--- config.mk ---
export PLATFORM = sky130hd
export DESIGN_NAME = mem_stage_hs_flat
export DESIGN_NICKNAME = d
export VERILOG_FILES = /design/src/rtl/mem_stage_pkg.sv /design/src/rtl/mem_stage_hs_if.sv /design/src/rtl/mem_access_fsm.sv /design/src/rtl/mem_stage_hs.sv /design/src/flat_wrapper.sv
export SDC_FILE = /design/constraint.sdc
export NUM_CORES = 1
export LEC_CHECK = 0
export CORE_ASPECT_RATIO = 0.5
export CORE_UTILIZATION = 44
export CTS_BUF_LIST = sky130_fd_sc_hd__clkbuf_4 sky130_fd_sc_hd__clkbuf_8 sky130_fd_sc_hd__clkbuf_16
export DETAILED_ROUTE_END_ITERATION = 10
export GPL_TIMING_DRIVEN = 0
export PLACE_DENSITY = 0.92
export SLEW_MARGIN = 0
export SYNTH_ARGS = -nofsm -noshare
export SYNTH_HDL_FRONTEND = slang
export SYNTH_SLANG_ARGS = --single-unit
--- constraint.sdc ---
create_clock -name clk -period 4.2 [get_ports clk]
set_input_delay 0.84 -clock clk [delete_from_list [all_inputs] [get_ports clk]]
set_output_delay 0.84 -clock clk [all_outputs]
set_load 0.05 [all_outputs]
--- src/rtl/mem_stage_pkg.sv ---
// Shared types for the MEM stage: access FSM states, branch condition codes and
// control-word bit positions.
package mem_stage_pkg;

    typedef enum logic [1:0] {
        StIdle = 2'd0,
        StReq  = 2'd1,
        StResp = 2'd2,
        StDone = 2'd3
    } mem_state_e;

    typedef enum logic [1:0] {
        BrcEqz    = 2'd0,
        BrcNez    = 2'd1,
        BrcLtz    = 2'd2,
        BrcAlways = 2'd3
    } brc_e;

    // ctl_i = {regwr, memrd, memwr, mem2reg, mov, branch}
    localparam int unsigned CtlWidth   = 6;
    localparam int unsigned CtlBranch  = 0;
    localparam int unsigned CtlMov     = 1;
    localparam int unsigned CtlMem2Reg = 2;
    localparam int unsigned CtlMemWr   = 3;
    localparam int unsigned CtlMemRd   = 4;
    localparam int unsigned CtlRegWr   = 5;

    function automatic logic branch_cond(brc_e brc, logic is_zero, logic is_neg);
        logic taken;
        taken = 1'b0;
        unique case (brc)
            BrcEqz:    taken = is_zero;
            BrcNez:    taken = ~is_zero;
            BrcLtz:    taken = is_neg;
            BrcAlways: taken = 1'b1;
        endcase
        return taken;
    endfunction

endpackage

--- src/rtl/mem_stage_hs_if.sv ---
// Data-memory req/gnt/rvalid bus. The MEM stage is the master, the memory the slave.
interface mem_stage_hs_if #(
    parameter int unsigned ADDR_WIDTH = 8,
    parameter int unsigned DATA_WIDTH = 16
) ();

    logic                  req;
    logic                  we;
    logic [ADDR_WIDTH-1:0] addr;
    logic [DATA_WIDTH-1:0] wdata;
    logic                  gnt;
    logic                  rvalid;
    logic [DATA_WIDTH-1:0] rdata;

    modport master (
        output req, we, addr, wdata,
        input  gnt, rvalid, rdata
    );

    modport slave (
        input  req, we, addr, wdata,
        output gnt, rvalid, rdata
    );

endinterface

--- src/rtl/mem_access_fsm.sv ---
// Memory access sequencer for the MEM stage: latches the access on acceptance,
// runs the req/gnt/rvalid handshake and hands the result to the WB register.
// Optional feature: define MEM_TIMEOUT_EN to abort accesses stuck for TIMEOUT_CYC
// cycles in REQ/RESP; otherwise accesses wait indefinitely and err_o is tied low.
module mem_access_fsm
    import mem_stage_pkg::*;
#(
    parameter int unsigned DATA_WIDTH  = 16,
    parameter int unsigned ADDR_WIDTH  = 8,
    parameter int unsigned REG_WIDTH   = 4,
    parameter int unsigned TIMEOUT_CYC = 64
) (
    input  logic                  clk,
    input  logic                  rst,
    input  logic                  mem_op_i,
    input  logic                  write_i,
    input  logic                  regwr_i,
    input  logic [ADDR_WIDTH-1:0] addr_i,
    input  logic [DATA_WIDTH-1:0] wdata_i,
    input  logic [REG_WIDTH-1:0]  wreg_i,
    input  logic                  wb_stall_i,
    mem_stage_hs_if.master        dm,
    output logic                  idle_o,
    output logic                  done_o,
    output logic [DATA_WIDTH-1:0] rdata_o,
    output logic [REG_WIDTH-1:0]  wreg_o,
    output logic                  regwr_o,
    output logic                  write_o,
    output logic                  err_o
);

    mem_state_e            state_q, state_d;
    logic [ADDR_WIDTH-1:0] addr_q;
    logic [DATA_WIDTH-1:0] wdata_q;
    logic [DATA_WIDTH-1:0] rdata_q;
    logic [REG_WIDTH-1:0]  wreg_q;
    logic                  regwr_q;
    logic                  write_q;
    logic                  capture;
    logic                  timeout_hit;

    // Read data arrives either with the grant (RESP skipped) or later in RESP.
    assign capture = dm.rvalid &
                     (((state_q == StReq) & dm.gnt & ~write_q) | (state_q == StResp));

    // State register.
    always_ff @(posedge clk) begin
        if (rst) begin
            state_q <= StIdle;
        end else begin
            state_q <= state_d;
        end
    end

    // Access latches: loaded only when a new access is accepted in IDLE.
    always_ff @(posedge clk) begin
        if (rst) begin
            addr_q  <= '0;
            wdata_q <= '0;
            wreg_q  <= '0;
            regwr_q <= 1'b0;
            write_q <= 1'b0;
            rdata_q <= '0;
        end else begin
            if ((state_q == StIdle) && mem_op_i) begin
                addr_q  <= addr_i;
                wdata_q <= wdata_i;
                wreg_q  <= wreg_i;
                regwr_q <= regwr_i;
                write_q <= write_i;
            end
            if (capture) begin
                rdata_q <= dm.rdata;
            end
        end
    end

    // Next-state logic; handshake progress takes priority over a timeout.
    always_comb begin
        state_d = state_q;
        unique case (state_q)
            StIdle: begin
                if (mem_op_i) state_d = StReq;
            end
            StReq: begin
                if (dm.gnt) begin
                    state_d = (write_q || dm.rvalid) ? StDone : StResp;
                end else if (timeout_hit) begin
                    state_d = StIdle;
                end
            end
            StResp: begin
                if (dm.rvalid) begin
                    state_d = StDone;
                end else if (timeout_hit) begin
                    state_d = StIdle;
                end
            end
            StDone: begin
                if (!wb_stall_i) state_d = StIdle;
            end
        endcase
    end

    // Outputs: bus driven from the latches so address/data stay stable in REQ.
    always_comb begin
        dm.req   = (state_q == StReq);
        dm.we    = write_q;
        dm.addr  = addr_q;
        dm.wdata = wdata_q;
        idle_o   = (state_q == StIdle);
        done_o   = (state_q == StDone) & ~wb_stall_i;
        rdata_o  = rdata_q;
        wreg_o   = wreg_q;
        regwr_o  = regwr_q;
        write_o  = write_q;
    end

`ifdef MEM_TIMEOUT_EN
    localparam int unsigned CntW = $clog2(TIMEOUT_CYC) + 1;

    logic [CntW-1:0] cnt_q, cnt_d;
    logic            waiting;
    logic            err_q, err_d;

    assign waiting     = (state_q == StReq) || (state_q == StResp);
    assign timeout_hit = waiting && (cnt_q == CntW'(TIMEOUT_CYC - 1));

    // Cycle counter for the wait in REQ/RESP and the abort pulse.
    always_comb begin
        cnt_d = waiting ? cnt_q + 1'b1 : '0;
        err_d = timeout_hit &
                ~(((state_q == StReq) & dm.gnt) | ((state_q == StResp) & dm.rvalid));
    end

    // Timeout counter and error pulse registers.
    always_ff @(posedge clk) begin
        if (rst) begin
            cnt_q <= '0;
            err_q <= 1'b0;
        end else begin
            cnt_q <= cnt_d;
            err_q <= err_d;
        end
    end

    assign err_o = err_q;
`else
    logic unused_timeout;

    assign timeout_hit    = 1'b0;
    assign err_o          = 1'b0;
    assign unused_timeout = ^TIMEOUT_CYC;
`endif

endmodule

--- src/rtl/mem_stage_hs.sv ---
// MEM pipeline stage: branch resolution, EX forwarding, data-memory access via
// mem_access_fsm and the MEM/WB register.
// Optional feature: MEM_TIMEOUT_EN (access abort after TIMEOUT_CYC cycles).
module mem_stage_hs
    import mem_stage_pkg::*;
#(
    parameter int unsigned DATA_WIDTH  = 16,
    parameter int unsigned ADDR_WIDTH  = 8,
    parameter int unsigned IMM_WIDTH   = 8,
    parameter int unsigned REG_WIDTH   = 4,
    parameter int unsigned TIMEOUT_CYC = 64
) (
    input  logic                  clk,
    input  logic                  rst,
    input  logic                  in_valid_i,
    input  logic [ADDR_WIDTH-1:0] pc_i,
    input  logic [DATA_WIDTH-1:0] alu_i,
    input  logic [DATA_WIDTH-1:0] wdata_i,
    input  logic                  fwd_sel_i,
    input  logic [DATA_WIDTH-1:0] res_w_i,
    input  logic [IMM_WIDTH-1:0]  imm_i,
    input  logic [REG_WIDTH-1:0]  wreg_i,
    input  logic [CtlWidth-1:0]   ctl_i,
    input  logic [1:0]            brc_i,
    input  logic                  flush_i,
    input  logic                  wb_stall_i,
    mem_stage_hs_if.master        dm,
    output logic                  stall_o,
    output logic                  pc_src_o,
    output logic [ADDR_WIDTH-1:0] br_addr_o,
    output logic [DATA_WIDTH-1:0] fwd_m_o,
    output logic                  wb_valid_o,
    output logic                  wb_regwr_o,
    output logic [DATA_WIDTH-1:0] wb_data_o,
    output logic [REG_WIDTH-1:0]  wb_reg_o,
    output logic                  err_o
);

    logic                  live;
    logic                  mem_op;
    logic [DATA_WIDTH-1:0] operand;
    logic [DATA_WIDTH-1:0] sext_imm_d;
    logic [ADDR_WIDTH-1:0] sext_imm_a;
    logic                  fsm_idle;
    logic                  fsm_done;
    logic [DATA_WIDTH-1:0] fsm_rdata;
    logic [REG_WIDTH-1:0]  fsm_wreg;
    logic                  fsm_regwr;
    logic                  fsm_write;
    logic                  unused_mem2reg;

    logic                  wb_valid_q, wb_valid_d;
    logic                  wb_regwr_q, wb_regwr_d;
    logic [DATA_WIDTH-1:0] wb_data_q, wb_data_d;
    logic [REG_WIDTH-1:0]  wb_reg_q, wb_reg_d;

    // Loads always write back the memory data, so mem2reg carries no extra meaning here.
    assign unused_mem2reg = ctl_i[CtlMem2Reg];

    // Datapath: forwarding, branch target/condition and stall request.
    always_comb begin
        live       = in_valid_i & ~flush_i;
        mem_op     = live & (ctl_i[CtlMemRd] | ctl_i[CtlMemWr]);
        operand    = fwd_sel_i ? res_w_i : wdata_i;
        sext_imm_d = DATA_WIDTH'($signed(imm_i));
        sext_imm_a = ADDR_WIDTH'($signed(imm_i));
        fwd_m_o    = ctl_i[CtlMov] ? sext_imm_d : alu_i;
        br_addr_o  = pc_i + sext_imm_a;
        pc_src_o   = live & ctl_i[CtlBranch] &
                     branch_cond(brc_e'(brc_i), operand == '0, operand[DATA_WIDTH-1]);
        stall_o    = ~fsm_idle | mem_op;
    end

    mem_access_fsm #(
        .DATA_WIDTH  (DATA_WIDTH),
        .ADDR_WIDTH  (ADDR_WIDTH),
        .REG_WIDTH   (REG_WIDTH),
        .TIMEOUT_CYC (TIMEOUT_CYC)
    ) u_fsm (
        .clk        (clk),
        .rst        (rst),
        .mem_op_i   (mem_op),
        .write_i    (ctl_i[CtlMemWr]),
        .regwr_i    (ctl_i[CtlRegWr]),
        .addr_i     (ADDR_WIDTH'(imm_i)),
        .wdata_i    (operand),
        .wreg_i     (wreg_i),
        .wb_stall_i (wb_stall_i),
        .dm         (dm),
        .idle_o     (fsm_idle),
        .done_o     (fsm_done),
        .rdata_o    (fsm_rdata),
        .wreg_o     (fsm_wreg),
        .regwr_o    (fsm_regwr),
        .write_o    (fsm_write),
        .err_o      (err_o)
    );

    // MEM/WB next value: completed access, pass-through op, or a bubble.
    always_comb begin
        wb_valid_d = 1'b0;
        wb_regwr_d = 1'b0;
        wb_data_d  = '0;
        wb_reg_d   = '0;
        if (fsm_done) begin
            wb_valid_d = 1'b1;
            wb_regwr_d = fsm_regwr & ~fsm_write;
            wb_data_d  = fsm_write ? '0 : fsm_rdata;
            wb_reg_d   = fsm_wreg;
        end else if (fsm_idle && !mem_op) begin
            wb_valid_d = live;
            wb_regwr_d = live & ctl_i[CtlRegWr];
            wb_data_d  = fwd_m_o;
            wb_reg_d   = wreg_i;
        end
    end

    // MEM/WB register, frozen while WB stalls.
    always_ff @(posedge clk) begin
        if (rst) begin
            wb_valid_q <= 1'b0;
            wb_regwr_q <= 1'b0;
            wb_data_q  <= '0;
            wb_reg_q   <= '0;
        end else if (!wb_stall_i) begin
            wb_valid_q <= wb_valid_d;
            wb_regwr_q <= wb_regwr_d;
            wb_data_q  <= wb_data_d;
            wb_reg_q   <= wb_reg_d;
        end
    end

    assign wb_valid_o = wb_valid_q;
    assign wb_regwr_o = wb_regwr_q;
    assign wb_data_o  = wb_data_q;
    assign wb_reg_o   = wb_reg_q;

endmodule

--- src/flat_wrapper.sv ---
// flat-port wrapper written by rule: the top's interface ports become plain ports
module mem_stage_hs_flat import mem_stage_pkg::*;
#(
    parameter int unsigned DATA_WIDTH  = 16,
    parameter int unsigned ADDR_WIDTH  = 8,
    parameter int unsigned IMM_WIDTH   = 8,
    parameter int unsigned REG_WIDTH   = 4,
    parameter int unsigned TIMEOUT_CYC = 64
)
  (clk, rst, in_valid_i, pc_i, alu_i, wdata_i, fwd_sel_i, res_w_i, imm_i, wreg_i, ctl_i, brc_i, flush_i, wb_stall_i, stall_o, pc_src_o, br_addr_o, fwd_m_o, wb_valid_o, wb_regwr_o, wb_data_o, wb_reg_o, err_o, dm_req, dm_we, dm_addr, dm_wdata, dm_gnt, dm_rvalid, dm_rdata);
  mem_stage_hs_if #(.ADDR_WIDTH(ADDR_WIDTH), .DATA_WIDTH(DATA_WIDTH)) dm_i ();
  input  logic clk;
  input  logic rst;
  input  logic in_valid_i;
  input  logic [ADDR_WIDTH-1:0] pc_i;
  input  logic [DATA_WIDTH-1:0] alu_i;
  input  logic [DATA_WIDTH-1:0] wdata_i;
  input  logic fwd_sel_i;
  input  logic [DATA_WIDTH-1:0] res_w_i;
  input  logic [IMM_WIDTH-1:0] imm_i;
  input  logic [REG_WIDTH-1:0] wreg_i;
  input  logic [CtlWidth-1:0] ctl_i;
  input  logic [1:0] brc_i;
  input  logic flush_i;
  input  logic wb_stall_i;
  output logic stall_o;
  output logic pc_src_o;
  output logic [ADDR_WIDTH-1:0] br_addr_o;
  output logic [DATA_WIDTH-1:0] fwd_m_o;
  output logic wb_valid_o;
  output logic wb_regwr_o;
  output logic [DATA_WIDTH-1:0] wb_data_o;
  output logic [REG_WIDTH-1:0] wb_reg_o;
  output logic err_o;
  output wire logic [$bits(dm_i.req)-1:0] dm_req;
  output wire logic [$bits(dm_i.we)-1:0] dm_we;
  output wire logic [$bits(dm_i.addr)-1:0] dm_addr;
  output wire logic [$bits(dm_i.wdata)-1:0] dm_wdata;
  input wire logic [$bits(dm_i.gnt)-1:0] dm_gnt;
  input wire logic [$bits(dm_i.rvalid)-1:0] dm_rvalid;
  input wire logic [$bits(dm_i.rdata)-1:0] dm_rdata;
  assign dm_req = dm_i.req;
  assign dm_we = dm_i.we;
  assign dm_addr = dm_i.addr;
  assign dm_wdata = dm_i.wdata;
  assign dm_i.gnt = dm_gnt;
  assign dm_i.rvalid = dm_rvalid;
  assign dm_i.rdata = dm_rdata;
  mem_stage_hs #(.DATA_WIDTH(DATA_WIDTH), .ADDR_WIDTH(ADDR_WIDTH), .IMM_WIDTH(IMM_WIDTH), .REG_WIDTH(REG_WIDTH), .TIMEOUT_CYC(TIMEOUT_CYC)) u_core (.clk(clk), .rst(rst), .in_valid_i(in_valid_i), .pc_i(pc_i), .alu_i(alu_i), .wdata_i(wdata_i), .fwd_sel_i(fwd_sel_i), .res_w_i(res_w_i), .imm_i(imm_i), .wreg_i(wreg_i), .ctl_i(ctl_i), .brc_i(brc_i), .flush_i(flush_i), .wb_stall_i(wb_stall_i), .dm(dm_i), .stall_o(stall_o), .pc_src_o(pc_src_o), .br_addr_o(br_addr_o), .fwd_m_o(fwd_m_o), .wb_valid_o(wb_valid_o), .wb_regwr_o(wb_regwr_o), .wb_data_o(wb_data_o), .wb_reg_o(wb_reg_o), .err_o(err_o));
endmodule
**Yosys cells after proc, flatten, opt, wreduce, memory -nomap -nowiden**

Cells that the tools add are included.

- Logic and storage cells: 66
- Input bits: 100
- Output and inout bits: 75
- Flip-flop bits (word level): 70

- Bitwise operators: 18
- Mux-type cells: 18
- Equality and inequality tests: 10
- $add $sub $neg: 1
- Reductions and logical operators: 8

Operator list:

| cell | count |
|---|---|
| two-way mux 16 bit | 5 |
| logical NOT 16 bit | 1 |
| AND 1 bit | 10 |
| adder 8 bit | 1 |
| equality test 2 bit, second input constant | 4 |
| two-way mux 2 bit | 4 |
| two-way mux 4 bit | 2 |
| case mux 2 bit (4 select lines) | 1 |
| two-way mux 1 bit | 5 |
| inverter 1 bit | 5 |
| equality test 2 x 1 -> 1 bit, second input constant | 2 |
| logical NOT 2 bit | 2 |
| != test 2 x 1 -> 1 bit, second input constant | 2 |
| != test 2 bit, second input constant | 2 |
| case mux 1 bit (4 select lines) | 1 |
| AND reduction 4 bit | 1 |
| OR 1 bit | 3 |
| logical AND 1 bit | 2 |
| logical NOT 1 bit | 1 |
| logical OR 1 bit | 1 |

**Depth between registers and ports, before layout**

- Depth in word-level cells: 7
- Gate-level depth with buffers: 7
- Mapped depth without buffers: 7

**Cells and area by module**

Synthesis repeated with hierarchy kept, for this count alone.

- Cell total of the unflattened synthesis: 436
- Area total of the unflattened synthesis: 3,583.4 µm²

Modules (own cells, without submodules):

| module | cells an instance | area an instance (µm²) | instances | seq. area each (µm²) |
|---|---|---|---|---|
| mem_access_fsm | 227 | 1,846.8 | 1 | 960.9 |
| mem_stage_hs | 209 | 1,736.7 | 1 | 440.4 |

**Worst setup path after synthesis**

No wires, ideal clock.

- Path kind: input to output
- Start: input pc_i[0]
- End: output br_addr_o[6]
- Path slack: 0.879 ns
- Stages on the path: 7
- Buffers on the path: 0
- Data arrival time: 2.481 ns
- Data required time: 3.360 ns
- Cells stage by stage: ha_1 > inv_1 > fa_1 > nor2b_1 > o21a_1 > o21a_1 > o211ai_1

- Cells in the longest elaborated chain, start to end: 1

RTL lines:

| what | RTL line | text |
|---|---|---|
| start, declared | flat_wrapper.sv:15 | `input logic [ADDR_WIDTH-1:0] pc_i;` |
| adder 8 bit | mem_stage_hs.sv:68 | `br_addr_o = pc_i + sext_imm_a;` |
| end, declared | flat_wrapper.sv:28 | `output logic [ADDR_WIDTH-1:0] br_addr_o;` |

Every way passes these cells.

**Final worst setup path**

- Start: input imm_i[1]
- End: output br_addr_o[7]

- Cells in the longest elaborated chain, start to end: 1

RTL lines:

| what | RTL line | text |
|---|---|---|
| start, declared | flat_wrapper.sv:20 | `input logic [IMM_WIDTH-1:0] imm_i;` |
| adder 8 bit | mem_stage_hs.sv:68 |  |

Every way passes these cells.

==> flow_summary.json <==
{
  "yosys.area.top_type": "sky130_fd_sc_hd__dfxtp_1",
  "fin_crit_sh_pct": 98.4,
  "vdd_ir_drop_max_mv": 0.243,
  "hold_viol_final": 0,
  "post_layout_nonfiller_instances": 700,
  "place.detailed.instances": 686,
  "highest_achievable_clock_rate_mhz": 242,
  "post_synth_edffs": 0,
  "syn2layout_area_growth_pct": 58.4,
  "synth-async-reset-ratio_pct": 0,
  "ff_latch_area_um2": 1400,
  "critPathMostFrequentCell": "sky130_fd_sc_hd__clkdlybuf4s50_1",
  "diodes": 0,
  "netlist_top_cells_area": "sky130_fd_sc_hd__dfxtp_1 39%, sky130_fd_sc_hd__mux2i_1 8.5%, sky130_fd_sc_hd__nor2_1 6.2%, sky130_fd_sc_hd__a221oi_2 4.5%, sky130_fd_sc_hd__ha_1 3.8%",
  "power.density_nw_per_um2": 455,
  "holdPathStages": 2,
  "grt_max_degree": 11,
  "via_count": 3812,
  "drive_above_1_share_pct": 11.4,
  "dp.final_hpwl_um": 9050,
  "fill_cell_instance_count_of_the_final_layout": 599,
  "grt_util_all_layers_pct": 28.5,
  "setup_repair_after_global_routing_missed_its_margin": "no",
  "route.detailed.drc": 0,
  "postCtsSetupBuffers": 0,
  "synth.yosys.warnings": 0,
  "cts-root-buf": "sky130_fd_sc_hd__clkbuf_16",
  "final_setup_violation_count": 0,
  "period_minus_slack_ps": 4130,
  "clock-sinks": 70,
  "crit_fanout": 4,
  "syn_inst": 404,
  "top_level_ports": 175,
  "gr-total-overflow": 0,
  "wl_per_cell_um": 17.2,
  "tritoncts_clock_tree": "built",
  "slew_headroom_pct": 56.4,
  "placementRows": 23,
  "worst-setup-path-type": "input pin to output port",
  "gpl.final_weighted_congestion": 0.869,
  "net_count_of_the_mapped_netlist": 516,
  "worstMarginPinSlew_ps": 654,
  "cts-root-to-sink-buffers": 2,
  "detail_route.vias_per_cell": 5.45,
  "critical_path_arrival_ps": 3290,
  "synthMostInstantiatedCell": "sky130_fd_sc_hd__dfxtp_1",
  "maxCapViolCount": 0,
  "die_area_um2": 8650,
  "worst_ep_required_time_ps": 3360,
  "multiInputGateArea_um2": 2010,
  "number_of_max_slew_violations_in_the_final_report": 0,
  "number_of_global_route_vias_before_repair": 3816,
  "final_nets": 697,
  "synthDistinctLibCells": 45,
  "finish.utilization_pct": 72.0,
  "worstRegToRegCells": 7,
  "synthesis.area_um2": 3640,
  "drt.antenna.violating_nets": 0,
  "skew_ps": 4.75,
  "hold_fix_buffers_cts": 0,
  "detail_route.first_pass.iterations": 6,
  "portion_of_the_post_synthesis_area_used_by_sequential_elements_pct": 38.5,
  "dieHeight_um": 66.3,
  "io_buffer_count": 170,
  "clkSlewWorstSetupHoldPaths_ps": 50,
  "hold_path_class": "flip-flop to flip-flop",
  "slowest_delay_ps": 820,
  "p_leak_nw": 2.33,
  "initial_utilization_pct": 45.4,
  "global_route_wire_length_before_repair_um": 18400,
  "critical_path.endpoint_type": "output port",
  "timing.critical_path.cells": "clkdlybuf4s50_1 > ha_1 > a21oi_1 > o211ai_1 > o21ai_0 > xnor2_1 > clkdlybuf4s50_1",
  "final_design_area_no_fill_um2": 5760,
  "fp.coreArea_um2": 8000,
  "cts_made_buffers": 9,
  "synth_ff_type": "sky130_fd_sc_hd__dfxtp_1",
  "cp-start-kind": "input pin",
  "postPlaceCellArea_um2": 5480,
  "htreeDepth": 3,
  "detail_route.wirelength_um": 12000,
  "setup_total_negative_slack_ps": 0,
  "clkLatencyLatePin_ps": 330,
  "initial_antenna_violation_count": 0,
  "yosys.area.top_type_share_pct": 38.5,
  "status": "finished clean",
  "syn-mean-instance-area_um2": 9.00,
  "synth.ff_latch_count": 70,
  "initialDrtViolationCount": 256,
  "timing.critical_path.slowest_stage_cell": "sky130_fd_sc_hd__clkdlybuf4s50_1",
  "dieWidth_um": 131,
  "ys_top_cells_by_count": "70 x sky130_fd_sc_hd__dfxtp_1, 60 x sky130_fd_sc_hd__nor2_1, 34 x sky130_fd_sc_hd__nand2_1, 31 x sky130_fd_sc_hd__mux2i_1, 21 x sky130_fd_sc_hd__a21oi_1"
}
-- state kept, by name, indices dropped and copies added, names as in the netlist, 2 cells and up --
register,count
u_core.u_fsm.dm.wdata,16
u_core.u_fsm.rdata_o,16
u_core.wb_data_o,16
u_core.u_fsm.dm.addr,8
u_core.u_fsm.wreg_o,4
u_core.wb_reg_o,4
u_core.u_fsm.state_q,2
-- layout make-up --
class / instances / area share [%]
multi-input combinational: 286 / 34.8
sequential: 70 / 24.3
clock buffer: 13 / 4.76
buffer: 27 / 2.58
clock inverter: 1 / 0.0869
tap: 112 / 2.43
inverter: 21 / 1.37
timing repair buffer: 170 / 29.6
-- cells in the final DEF (no fill, tap or decap), drive strengths merged --
cell and instances:
clkdlybuf4s50 167, dfxtp 70, nor2 60, nand2 34
mux2i 31, clkbuf 25, nor3 24, a221oi 22
a21oi 21, inv 21, a211oi 17, buf 15
o21ai 14, ha 11, mux2 9, nor4 7
nand3 6, xnor2 4, o211ai 3, nor2b 3
or3 2, nand2b 2, o21a 2, a311oi 2
dlymetal6s2s 2, xor2 1, o2111ai 1, and2b 1
nor4b 1, or2 1, a222oi 1, a41o 1
a32oi 1, and3b 1, a21o 1, fa 1
conb 1, clkinv 1, dlygate4sd2 1
-- worst max-delay path: cells and delay by family --
kind | cells | cell delay, ps
XOR/XNOR | 1 | 140
adder cells (fa/ha/maj) | 1 | 270
AO/OA/AOI/OAI | 3 | 650
buffers and inverters | 2 | 1390
-- kinds of logic after synthesis --
| kind of cell | after synthesis | synth area share (%) |
|---|---|---|
| simple gates | 142 | 19.0 |
| compound gates | 86 | 19.2 |
| flops | 70 | 38.5 |
| buf+inv | 48 | 6.26 |
| mux | 40 | 11.3 |
| fa+ha+maj | 12 | 4.34 |
| xor+xnor | 5 | 1.20 |
| other cells | 1 | 0.103 |
-- power by group --
part	switching [mW]	internal [mW]
combinational	0.693	0.422
clock	0.260	0.446
sequential	0.0527	0.748
-- path summary, 6_finish.rpt --
kind / start / to / slack (ps)
worst max-delay path: imm_i[1] / br_addr_o[7] / 70
worst min-delay path: u_core.u_fsm.dm.addr[3]$_SDFFE_PP0P_ / u_core.u_fsm.dm.addr[3]$_SDFFE_PP0P_ / 450
worst max register to register: u_core.u_fsm.state_q[1]$_SDFFE_PP0P_ / u_core.u_fsm.rdata_o[5]$_SDFFE_PP0P_ / 2180
worst min register to register: u_core.u_fsm.dm.addr[3]$_SDFFE_PP0P_ / u_core.u_fsm.dm.addr[3]$_SDFFE_PP0P_ / 450
-- layer usage --
| layer | vias up | wire (µm) | share of wire [%] | track usage (%) |
|---|---|---|---|---|
| met5 | - | 0 | 0 | 0 |
| met4 | 0 | 304 | 2.5 | 11.9 |
| met3 | 35 | 901 | 7.5 | 8.66 |
| met2 | 186 | 6120 | 51 | 52.8 |
| met1 | 1776 | 4680 | 39 | 30.2 |
| li1 | 1815 | - | - | - |
-- through the flow --
step / total power [mW] / hold WS [ps] / setup WS [ps]
final: 2.62 / 454 / 65.4
after floorplan: 1.53 / 436 / 879
after detailed placement: 1.91 / 446 / -27.5
after CTS: 2.62 / 453 / 83.2
after global placement: 1.88 / 441 / 9.02
after global routing: 2.72 / 465 / 4.56
-- what timing repair did --
item,4_1_cts,5_1_grt
endpoints found under the setup margin,1,2
gates resized for setup,1,2
pin swaps,0,0
No activity file was read; power rests on OpenSTA's default activity.
